$ cat config.mk
export PLATFORM = sky130hd
export DESIGN_NAME = stream_mux_arb
export DESIGN_NICKNAME = d
export VERILOG_FILES = /design/src/rtl/stream_mux_arb.sv
export SDC_FILE = /design/constraint.sdc
export NUM_CORES = 1
export LEC_CHECK = 0
export ABC_AREA = 1
export CORE_ASPECT_RATIO = 0.7
export CORE_MARGIN = 8
export CORE_UTILIZATION = 30
export CTS_CLUSTER_SIZE = 14
export DETAILED_ROUTE_END_ITERATION = 10
export DONT_BUFFER_PORTS = 1
export GPL_ROUTABILITY_DRIVEN = 1
export PLACE_DENSITY_LB_ADDON = 0.15
export RECOVER_POWER = 25
export SKIP_CTS_REPAIR_TIMING = 1
export SLEW_MARGIN = 5
export SYNTH_ARGS = -nofsm -noshare
export SYNTH_HDL_FRONTEND = slang
export SYNTH_SLANG_ARGS = --single-unit
export TNS_END_PERCENT = 1
$ cat constraint.sdc
create_clock -name clk -period 3.54 [get_ports clk]
set_clock_uncertainty 0.2 [all_clocks]
set_input_delay 0.708 -clock clk [delete_from_list [all_inputs] [get_ports clk]]
set_output_delay 0.708 -clock clk [all_outputs]
set_load 0.03 [all_outputs]
$ cat src/rtl/stream_mux_arb.sv
// stream_mux_arb: two-input round-robin stream mux with a registered output stage.
// Define STREAM_MUX_ARB_LOCK_EN to keep a packet's beats together until its last beat.
module stream_mux_arb #(
    parameter int WIDTH = 8
) (
    input  logic             clk,
    input  logic             rst_n,
    input  logic             in0_valid,
    input  logic [WIDTH-1:0] in0_data,
    input  logic             in0_last,
    output logic             in0_ready,
    input  logic             in1_valid,
    input  logic [WIDTH-1:0] in1_data,
    input  logic             in1_last,
    output logic             in1_ready,
    output logic             out_valid,
    output logic [WIDTH-1:0] out_data,
    output logic             out_last,
    output logic             out_src,
    input  logic             out_ready
);
    logic prio, load, any, grant, elig0, elig1;
`ifdef STREAM_MUX_ARB_LOCK_EN
    logic lock, lock_src;
    always_comb begin
        elig0 = in0_valid && !(lock && lock_src);
        elig1 = in1_valid && !(lock && !lock_src);
    end
    // the winning beat's last flag decides whether the packet stays locked
    always_ff @(posedge clk) begin
        if (!rst_n) begin
            lock     <= 1'b0;
            lock_src <= 1'b0;
        end else if (load && any) begin
            lock     <= !(grant ? in1_last : in0_last);
            lock_src <= grant;
        end
    end
`else
    always_comb begin
        elig0 = in0_valid;
        elig1 = in1_valid;
    end
`endif
    always_comb begin
        load      = !out_valid || out_ready;
        any       = elig0 || elig1;
        grant     = (elig0 && elig1) ? prio : elig1;
        in0_ready = rst_n && load && any && !grant;
        in1_ready = rst_n && load && any && grant;
    end
    always_ff @(posedge clk) begin
        if (!rst_n) begin
            out_valid <= 1'b0;
            out_data  <= '0;
            out_last  <= 1'b0;
            out_src   <= 1'b0;
            prio      <= 1'b0;
        end else if (load) begin
            out_valid <= any;
            if (any) begin
                out_data <= grant ? in1_data : in0_data;
                out_last <= grant ? in1_last : in0_last;
                out_src  <= grant;
                prio     <= !grant;
            end
        end
    end
endmodule

==> metrics.log <==
[metrics] WP data required: roughly 2600 ps
[metrics] Core Rows: 13
[metrics] Mapped Nets: ~110
[metrics] post-synthesis sequential area ratio: 0.389
[metrics] Sink Count: 12
[metrics] maximum vdd drop: roughly 0.22 mV
[metrics] class of the tightest hold or removal check: flop to flop
[metrics] number of I/O pins: 36
[metrics] number of cells on the worst reg-to-reg path: 6
[metrics] worst setup path class: flop to output port
[metrics] net count reported at finish: 114
[metrics] CTS buffer count: 3
[metrics] Total Neg Setup Slack: 0 ps
[metrics] commonest cells after routing, fill and taps aside: nand2_1 (25), inv_1 (15), nand3_1 (14), dfxtp_1 (12), nand4_1 (6)
[metrics] vias in the first global route: around 520
[metrics] die extent in x: roughly 70 µm
[metrics] count of inserted antenna diode cells: 0
[metrics] period utilization: 0.749
[metrics] routed wire length per instance: about 15 µm
[metrics] fillers: 204
[metrics] HPWL after detailed placement: ~1300 µm
[metrics] share of post-route cells with drive strength above 1: 0.133
[metrics] Vert. Die Dim: around 54 µm
[metrics] hold depth: 2
[metrics] Maximum Capacitance Violations: 0
[metrics] Syn Inst Count: 88
[metrics] final number of setup-violating endpoints: 0
[metrics] Root Driver: clkbuf_4
[metrics] leakage dissipation: between 0.3 and 0.4 nW
[metrics] startpoint of the most critical hold path: prio
[metrics] DRC: 0
[metrics] critical path arrival: between 1500 and 2000 ps
[metrics] final worst path period need: 2650 ps
[metrics] number of buffer cells added on primary ports: 0
[metrics] initial standard-cell utilization of the core: 0.324
[metrics] final number of max-transition violations: 0
[metrics] total global routing track utilization: 0.0887
[metrics] most frequent standard cell in the layout excluding fill and tap cells: nand2_1
[metrics] worst r2r dst: prio
[metrics] CP endpoint kind: output port
[metrics] number of instances in the placed design: between 100 and 150
[metrics] pwr dens: 502 mW/mm²
[metrics] unrepaired setup endpoints after global routing: no
[metrics] final hold viol count: 0
[metrics] clk buf depth: 2
[metrics] Area growth, synth to finish: 6.09%
[metrics] post-detailed-route count of antenna-violating nets: 0
[metrics] Placeable Area: around 0.0019 mm²
[metrics] startpoint of the lowest-slack register-to-register path: out_valid
[metrics] RD Place Congestion: 0.760
[metrics] detail-routed via count per cell: roughly 4.8
[metrics] average footprint of a synthesized cell: between 7 and 8 µm²
[metrics] Register Area: between 200 and 250 µm²
[metrics] Slew HR: 0.492
[metrics] crit path max fanout: 9
[metrics] pin count of the biggest net entering global routing: 13
[metrics] CTS tree: yes
[metrics] Yosys warning total: 0
[metrics] total wire length: around 1600 µm
[metrics] worst-case hold slack: between 200 and 300 ps
[metrics] global-route wire length before repair: 2580 µm
[metrics] antenna violations before repair: 0
[metrics] flip-flop and latch count after synthesis: 12
[metrics] Worst setup SP type: flop
[metrics] count of different cell masters after synthesis: 13
[metrics] clock latency on the worst-skew pair: around 270 ps
[metrics] H-tree depth: 1
[metrics] Total Die Area: between 0.003 and 0.004 mm²
[metrics] via count: 538
[metrics] result of the run: complete, no violations
[metrics] residual overflow from global routing: 0
[metrics] Highest Clock Rate: approximately 380 MHz
[metrics] overall power after layout: between 0.3 and 0.4 mW
[metrics] Final Instance Count excl. Fillers: around 110
[metrics] area of the multi-input gates: 290 µm²
[metrics] WHS Endpoint: prio
[metrics] Clock transition at path regs: ~80 ps
[metrics] worst reg-to-reg setup slack: 1610 ps
[metrics] Slew @ Worst Pin: approximately 760 ps
[metrics] detailed-router iteration count before antenna repair: 4
[metrics] count of routing violations after the opening detailed-route iteration: 61
[metrics] post-synthesis cell area: a little over 600 µm²
[metrics] final cell utilization of the core: 0.344
[worst max-delay path by stage]
stage               from  cells past startpoint        end  slack (ps)
3_5_place_dp   out_ready                      6  in0_ready         920
5_1_grt        out_valid                      5  in1_ready         740
3_3_place_gp   out_ready                      6  in0_ready         970
2_1_floorplan  out_ready                      6  in0_ready        1070
4_1_cts        out_valid                      5  in0_ready         850
6_report       out_valid                      5  in0_ready         890
[report_power, final]
part	internal [mW]	total, mW	switching (mW)
Combinational	0.0133	0.0429	0.0297
Clock	0.0624	0.107	0.0450
Sequential	0.147	0.178	0.0307
[worst max-delay path, cell delays in order, from the launching register on]
cell     delay, ps
dfxtp_1        440
nand2_1        140
nand2_1         90
nor2_4         220
inv_1          140
nor2_1         450
[cell families after synthesis]
logic type	after synthesis	share of synthesized area
compound gates	4	0.0446
buf+inv	18	0.128
flops	12	0.389
simple gates	54	0.438
[state kept, by name, summed over array words and instances (netlist names)]
name       cells
out_data       8
prio           1
out_valid      1
out_last       1
out_src        1
[metal layers]
layer / up-vias / share of wire / routed length, µm / global-route usage
met2: 27 / 0.40 / 665 / 0.127
li1: 282 / - / - / -
met5: - / 0 / 0 / 0
met3: 0 / 0.12 / 201 / 0.0624
met4: 0 / 0 / 0 / 0.00997
met1: 229 / 0.47 / 776 / 0.109
[cells in the mapped netlist]
library cell | number | share of area
nand2_2 | 2 | 0.020
buf_6 | 1 | 0.018
o21ai_2 | 2 | 0.028
nand4_1 | 6 | 0.061
nand2_1 | 25 | 0.15
nand3_1 | 14 | 0.11
dfxtp_1 | 12 | 0.39
nor2_1 | 3 | 0.018
inv_2 | 1 | 0.0061
buf_4 | 1 | 0.012
inv_1 | 15 | 0.091
nor2_4 | 4 | 0.073
a21oi_1 | 2 | 0.016
[area by class of cell]
class,count,share of cell area
Multi-Input combinational cell,58,0.444
Sequential cell,12,0.367
Clock buffer,4,0.0554
Inverter,16,0.0918
Tap cell,22,0.0421
[per-stage QoR]
step / worst slack [ps] / area [µm²]
finish: 889 / 654
global route: 744 / 654
CTS: 852 / 662
detailed placement: 922 / 626
global placement: 970 / 626
floorplan: 1070 / 617
(Power assumes the default switching activity.)
